File: src/rtl/code_mem_loader.sv
// Serial program loader for the i281 code memory.
// Framed byte stream in, 17-bit word write strobes out.
module code_mem_loader (
    input  logic        clk,
    input  logic        rst_n,
    input  logic        rx_valid,
    input  logic [7:0]  rx_data,
    output logic        rx_ready,
    output logic        wr_en,
    output logic [4:0]  wr_addr,
    output logic [16:0] wr_data,
    output logic        cpu_hold,
    output logic        load_done,
    output logic        load_error
);

    localparam logic [7:0] START = 8'hA5;

    typedef enum logic [3:0] {
        S_IDLE,
        S_COUNT,
        S_B0,
        S_B1,
        S_B2,
        S_WRITE,
        S_CSUM,
        S_DONE,
        S_ERR
    } state_e;

    state_e      state_q, state_d;
    logic [5:0]  n_q, n_d;
    logic [5:0]  addr_q, addr_d;
    logic [7:0]  sum_q, sum_d;
    logic [16:0] word_q, word_d;
    logic        done_q, done_d;
    logic        err_q, err_d;
    logic        rdy_q, wen_q, hold_q;
    logic        acc;

    assign acc = rx_valid && rdy_q;

    always_comb begin
        state_d = state_q;
        n_d     = n_q;
        addr_d  = addr_q;
        sum_d   = sum_q;
        word_d  = word_q;
        done_d  = done_q;
        err_d   = err_q;
        unique case (state_q)
            S_IDLE: begin
                if (acc && rx_data == START) begin
                    state_d = S_COUNT;
                    done_d  = 1'b0;
                    err_d   = 1'b0;
                end
            end
            S_COUNT: begin
                if (acc) begin
                    if (rx_data == 8'd0 || rx_data > 8'd32) begin
                        state_d = S_ERR;
                        err_d   = 1'b1;
                    end else begin
                        n_d     = rx_data[5:0];
                        addr_d  = 6'd0;
                        sum_d   = 8'd0;
                        state_d = S_B0;
                    end
                end
            end
            S_B0: begin
                if (acc) begin
                    word_d  = {16'd0, rx_data[0]};
                    sum_d   = sum_q + rx_data;
                    state_d = S_B1;
                end
            end
            S_B1: begin
                if (acc) begin
                    word_d  = {word_q[8:0], rx_data};
                    sum_d   = sum_q + rx_data;
                    state_d = S_B2;
                end
            end
            S_B2: begin
                if (acc) begin
                    word_d  = {word_q[8:0], rx_data};
                    sum_d   = sum_q + rx_data;
                    state_d = S_WRITE;
                end
            end
            S_WRITE: begin
                addr_d  = addr_q + 6'd1;
                state_d = (addr_q + 6'd1 == n_q) ? S_CSUM : S_B0;
            end
            S_CSUM: begin
                if (acc) begin
                    if (rx_data == sum_q) begin
                        state_d = S_DONE;
                        done_d  = 1'b1;
                    end else begin
                        state_d = S_ERR;
                        err_d   = 1'b1;
                    end
                end
            end
            S_DONE:  state_d = S_IDLE;
            S_ERR:   state_d = S_IDLE;
            default: state_d = S_IDLE;
        endcase
    end

    // Handshake and strobe flops track the next state so they line up with it.
    always_ff @(posedge clk or negedge rst_n) begin
        if (!rst_n) begin
            state_q <= S_IDLE;
            n_q     <= 6'd0;
            addr_q  <= 6'd0;
            sum_q   <= 8'd0;
            word_q  <= 17'd0;
            done_q  <= 1'b0;
            err_q   <= 1'b0;
            rdy_q   <= 1'b0;
            wen_q   <= 1'b0;
            hold_q  <= 1'b0;
        end else begin
            state_q <= state_d;
            n_q     <= n_d;
            addr_q  <= addr_d;
            sum_q   <= sum_d;
            word_q  <= word_d;
            done_q  <= done_d;
            err_q   <= err_d;
            rdy_q   <= (state_d == S_IDLE) || (state_d == S_COUNT) ||
                       (state_d == S_B0)   || (state_d == S_B1)    ||
                       (state_d == S_B2)   || (state_d == S_CSUM);
            wen_q   <= (state_d == S_WRITE);
            hold_q  <= (state_d != S_IDLE);
        end
    end

    assign rx_ready   = rdy_q;
    assign wr_en      = wen_q;
    assign wr_addr    = addr_q[4:0];
    assign wr_data    = word_q;
    assign cpu_hold   = hold_q;
    assign load_done  = done_q;
    assign load_error = err_q;

endmodule

File: config.mk
export PLATFORM = sky130hd
export DESIGN_NAME = code_mem_loader
export DESIGN_NICKNAME = d
export VERILOG_FILES = /design/src/rtl/code_mem_loader.sv
export SDC_FILE = /design/constraint.sdc
export NUM_CORES = 1
export LEC_CHECK = 0
export ABC_AREA = 1
export CAP_MARGIN = 20
export CORE_AREA = 2 2 85 67
export CTS_BUF_LIST = sky130_fd_sc_hd__clkbuf_4 sky130_fd_sc_hd__clkbuf_8 sky130_fd_sc_hd__clkbuf_16
export CTS_CLUSTER_DIAMETER = 200
export DETAILED_ROUTE_END_ITERATION = 10
export DIE_AREA = 0 0 87 69
export MAX_ROUTING_LAYER = met4
export PLACE_DENSITY = 0.72
export SYNTH_ARGS = -nofsm -noshare
export SYNTH_HDL_FRONTEND = slang
export SYNTH_SLANG_ARGS = --single-unit
File: constraint.sdc
create_clock -name clk -period 1.95 [get_ports clk]
set_input_delay 0.39 -clock clk [delete_from_list [all_inputs] [get_ports clk]]
set_output_delay 0.39 -clock clk [all_outputs]
set_load 0.01 [all_outputs]
# After elaboration in Yosys (flattened, before gate mapping)
# Index checks and enable logic that the tools add are counted.
[classes]
n_eq_ne = 25
reduce_logical = 25
magnitude_cmp = 1
n_mux = 29
n_bitwise = 1
n_div = 0
addsub = 2
multipliers = 0
shifts = 0
[ops]
columns = ["operator", "n"]
rows = [
  ["$mux W17", 2],
  ["$pmux W17 S2", 1],
  ["$mux W4", 8],
  ["$pmux W4 S7", 1],
  ["$eq A4 B3 Y1 const B", 6],
  ["$mux W8", 3],
  ["$eq A4 B2 Y1 const B", 4],
  ["$ne A2 B2 Y1 const B", 8],
  ["$pmux W8 S2", 1],
  ["$mux W6", 2],
  ["$pmux W6 S2", 1],
  ["$reduce_and A3 Y1", 3],
  ["$add A8 B8 Y8", 1],
  ["$eq A4 B1 Y1 const B", 2],
  ["$eq A8 B8 Y1", 1],
  ["$eq A8 B8 Y1 const B", 1],
  ["$gt A8 B6 Y1 const B", 1],
  ["$logic_not A4 Y1", 2],
  ["$logic_not A8 Y1", 1],
  ["$reduce_and A4 Y1", 2],
  ["$reduce_bool A2 Y1", 4],
  ["$mux W1", 7],
  ["$add A6 B1 Y6 const B", 1],
  ["$eq A6 B6 Y1", 1],
  ["12 further kinds", 19],
]
[totals]
n_memories = 0
romBits = 0
word_cells = 93
reg_bits = 46
ramBits = 0
latch_bits = 0

# Depth between registers and ports, before layout
# Gate-level depths: netlist (run 1).
[depth]
depth_word = 11
depth_mapped = 13
depth_no_buf = 13

# Worst setup path before layout (run 1)
# OpenSTA, ideal clock, no wires.
[synth_timing]
kind = "input -> register"
start = "input port rx_data[0]"
end = "register sum_q[6]"
slack_ps = 311
cell_stages = 12
path_buffers = 0
t_arrival_ps = 1521
cell_sequence = "ha_1 -> inv_1 -> fa_1 -> inv_1 -> nand3_1 -> nand2_1 -> nand2_1 -> nand2_1 -> a21oi_1 -> xnor2_1 -> nand2_1 -> nand2_1"
[synth_via]
elab_chain_cells = 4
[synth_rtl]
columns = ["item", "line_no", "text"]
rows = [
  ["start: declaration", "7", "input logic [7:0] rx_data,"],
  ["$gt A8 B6 Y1 or $logic_not A8 Y1 (tied branches)", "61", "if (rx_data == 8'd0 || rx_data > 8'd32) begin"],
  ["$logic_or A1 B1 Y1", "61", ""],
  ["$ne A2 B2 Y1 (no line)", "--", ""],
  ["$reduce_and A4 Y1 (no line)", "--", ""],
  ["end signal: assignment", "131", "sum_q <= sum_d;"],
  ["end: declaration", "34", "logic [7:0] sum_q, sum_d;"],
]
# Parallel ways exist; a longest one is shown, timed or not. The select of a mux whose other input is x is not followed.
# A chain may end at the register's enable or synchronous reset.

# Worst setup path after layout (run 1)
[layout_timing]
start = "input port rx_data[2]"
end = "register sum_q[7]"
# Same word-level chain as after synthesis.

==> results of run 1 <==
==> cells by family after synthesis <==
logic type	count (synthesis)	synth area share (%)
buffers and inverters	55	9.83
AO/OA/AOI/OAI	52	11.5
AND/OR/NAND/NOR	139	25.9
adder cells (fa/ha/maj)	9	4.76
flip-flops	46	45.7
XOR/XNOR	7	2.43
==> sequential cells by signal (all words and copies together), names as in the netlist <==
name        cells
rx_ready        1
state_q         4
load_done       1
n_q             6
cpu_hold        1
addr_q          6
wr_data        17
load_error      1
wr_en           1
sum_q           8
==> through the flow <==
step                util, %  power, mW  worst slack (ps)  std cells  area [sq um]
global placement       60.5       3.87              -240        427          3110
floorplan                 -       3.09               311        308          2520
finish                 63.2       4.59               122        437          3250
global route           63.2       4.98             0.212        437          3250
CTS                    62.5       4.57              50.3        436          3220
detailed placement     60.5       3.94              -302        427          3110
==> power by group through the flow <==
stage | Sequential, mW | Clock (mW) | Combinational [mW]
final | 1.65 | 0.613 | 2.33
after global routing | 1.71 | 0.663 | 2.62
after CTS | 1.65 | 0.623 | 2.30
after detailed placement | 1.66 | 0 | 2.28
after global placement | 1.65 | 0 | 2.22
after floorplan | 1.66 | 0 | 1.43
==> what timing repair did <==
| item | CTS | global route |
|---|---|---|
| gates resized for setup | 2 | 9 |
| buffers inserted | 0 | 1 |
| endpoints found under the setup margin | 1 | 4 |
| pin swaps | 0 | 3 |
| hold endpoints to repair | 13 | 0 |
| hold buffers | 1 | 0 |
==> worst max path at each step <==
| stage | from | endpoint | cells after the start |
|---|---|---|---|
| 3_3_place_gp | rx_data[0] | sum_q[6] | 13 |
| 3_5_place_dp | rx_data[0] | sum_q[6] | 13 |
| 2_1_floorplan | rx_data[0] | sum_q[6] | 12 |
| 6_report | rx_data[2] | sum_q[7] | 9 |
| 4_1_cts | rx_data[0] | sum_q[6] | 13 |
| 5_1_grt | rx_data[5] | cpu_hold | 12 |
==> area by class of cell <==
class                      count  share of cell area, %
multi-input combinational    207                   35.2
timing repair buffer          70                   19.1
inverter                      44                   5.07
tap                           62                   2.38
clock buffer                   6                   2.35
sequential                    46                   35.4
clock inverter                 2                  0.423
==> worst max-delay path, stage by stage <==
cell and delay [ps]:
clkdlybuf4s50_1 460, ha_1 350, buf_4 160, a21oi_1 130, nand2_1 130, nand4_1 100, nand3_1 80, xor2_1 150
o21ai_1 120
==> metal layers <==
metal / wire length (microns) / global-route usage, %
met5: 0 / -
met2: 2710 / 31.4
met4: 34 / 4.51
met3: 309 / 5.51
met1: 2970 / 31.2
==> placed cells by master, fill, tap and decap left out, types with 4 or more instances in the layout <==
cell	count
a21oi_1	8
buf_4	32
clkbuf_8	5
clkdlybuf4s50_1	33
dfrtp_1	45
ha_1	6
inv_1	37
inv_2	6
nand2_1	60
nand2_2	7
nand3_1	34
nand4_1	6
nor2_1	18
o21ai_0	12
o21ai_1	17
o22ai_1	9
xor2_1	4
==> flow_summary.json, run 1 <==
{
  "status": "complete, no violations",
  "ctsHtreeMaxLevel": 2,
  "ys_ff_latch": 46,
  "powerDensity_mw_per_mm2": 1410,
  "cp_max_fo": 3,
  "rsz0062_at_grt": "no",
  "grt_pass1_wl_microns": 10100,
  "wl_microns": 6020,
  "antennaDiodeCount": 0,
  "worstMarginPinSlew_ps": 346,
  "syn_area_sq_mm": 0.00252,
  "core_area_sq_mm": 0.00515,
  "clk_pin_slew_ps": 90,
  "power_frac_clock_pct": 13.3,
  "timing.rr.start": "sum_q[0]",
  "vdd_drop_max_v": 0.000628,
  "num_rows": 23,
  "r2r_cells": 12,
  "maxSlewHeadroom_pct": 76.9,
  "cts.sinks": 46,
  "drtPass1Iterations": 4,
  "synth_ff_type": "dfrtp_1",
  "cts_root_buffer": "clkbuf_8",
  "cts_made_buffers": 5,
  "antenna_found_initial": 0,
  "place.port_buffers": 37,
  "syn_avg_cell_area_sq_um": 8.19,
  "start_util_pct": 48.9,
  "worst_setup_path_end_kind": "flip-flop",
  "start_kind": "input port",
  "cts_tree": "built",
  "timing.final.crit_share_pct": 93.7,
  "slew_viol_final": 0,
  "multi_input_area_sq_mm": 0.00115,
  "place_hpwl_microns": 4470,
  "clk_path_buf_depth": 2,
  "seqPwrFrac_pct": 36.0,
  "hp-start": "wr_data[12]",
  "yosysSeqAreaShare_pct": 45.7,
  "maxCapViolCount": 0,
  "routed-via-count": 2263,
  "skew_ps": 2.45,
  "grt_use_total_pct": 21.8,
  "synth-async-reset-ratio_pct": 100,
  "seqCellArea_sq_mm": 0.00115,
  "synthTopCellsByArea": "dfrtp_1 46%, nand2_1 8.9%, nand3_1 6.7%",
  "finalSetupTns_ps": 0,
  "swShare_pct": 40.9,
  "max_freq_mhz": 547,
  "drive_gt1_share_pct": 18.7,
  "die-area_sq_mm": 0.00600,
  "synth_edf_count": 0,
  "synth_nets": 328,
  "wire_per_inst_microns": 13.8,
  "hold-path-endpoint": "wr_data[12]",
  "drc": 0,
  "fin_crit_ps": 1830,
  "rr_endpoint": "sum_q[6]",
  "r2r_setup_slack_ps": 170,
  "p_leak_nw": 1.61,
  "routed_via_density": 5.18,
  "dieHeight_microns": 69,
  "setup.worst_path.class": "input port to flip-flop",
  "ant_nets": 0,
  "ios": 38,
  "grt_max_degree": 18,
  "final_nets": 394,
  "cp.arrival_ps": 2060,
  "overflow": 0,
  "area_growth_syn_to_layout_pct": 29.1,
  "yosysMostFrequentCell": "nand2_1",
  "setup_viol": 0,
  "critPathRequiredTime_ps": 2180,
  "yosys_warnings": 0,
  "synth_top_area_share_pct": 45.7,
  "synthDistinctLibCells": 33,
  "synthCells": 308,
  "intPower_mw": 2.71,
  "die_w_microns": 87,
  "clk_latency_ps": 300,
  "power.switching_mw": 1.88,
  "fillers": 446,
  "gp_congestion": 0.909,
  "comb_power_share_pct": 50.7,
  "hold_class": "flip-flop to flip-flop",
  "yosysTopAreaCell": "dfrtp_1",
  "drt-initial-drc-count": 91,
  "grt_pass1_vias": 2166,
  "holdPathStages": 2,
  "worst_hold_slack_ps": 490,
  "synthTopCellsByCount": "60 x nand2_1, 46 x dfrtp_1, 39 x inv_1",
  "hold_violations": 0
}
Power figures use the tool's default switching activity.
==> run 2, diff against run 1 <==
- SLEW_MARGIN: default -> 20
==> results of run 2 <==
Same layout as run 1: the final DEF is identical, and so are final timing and power.
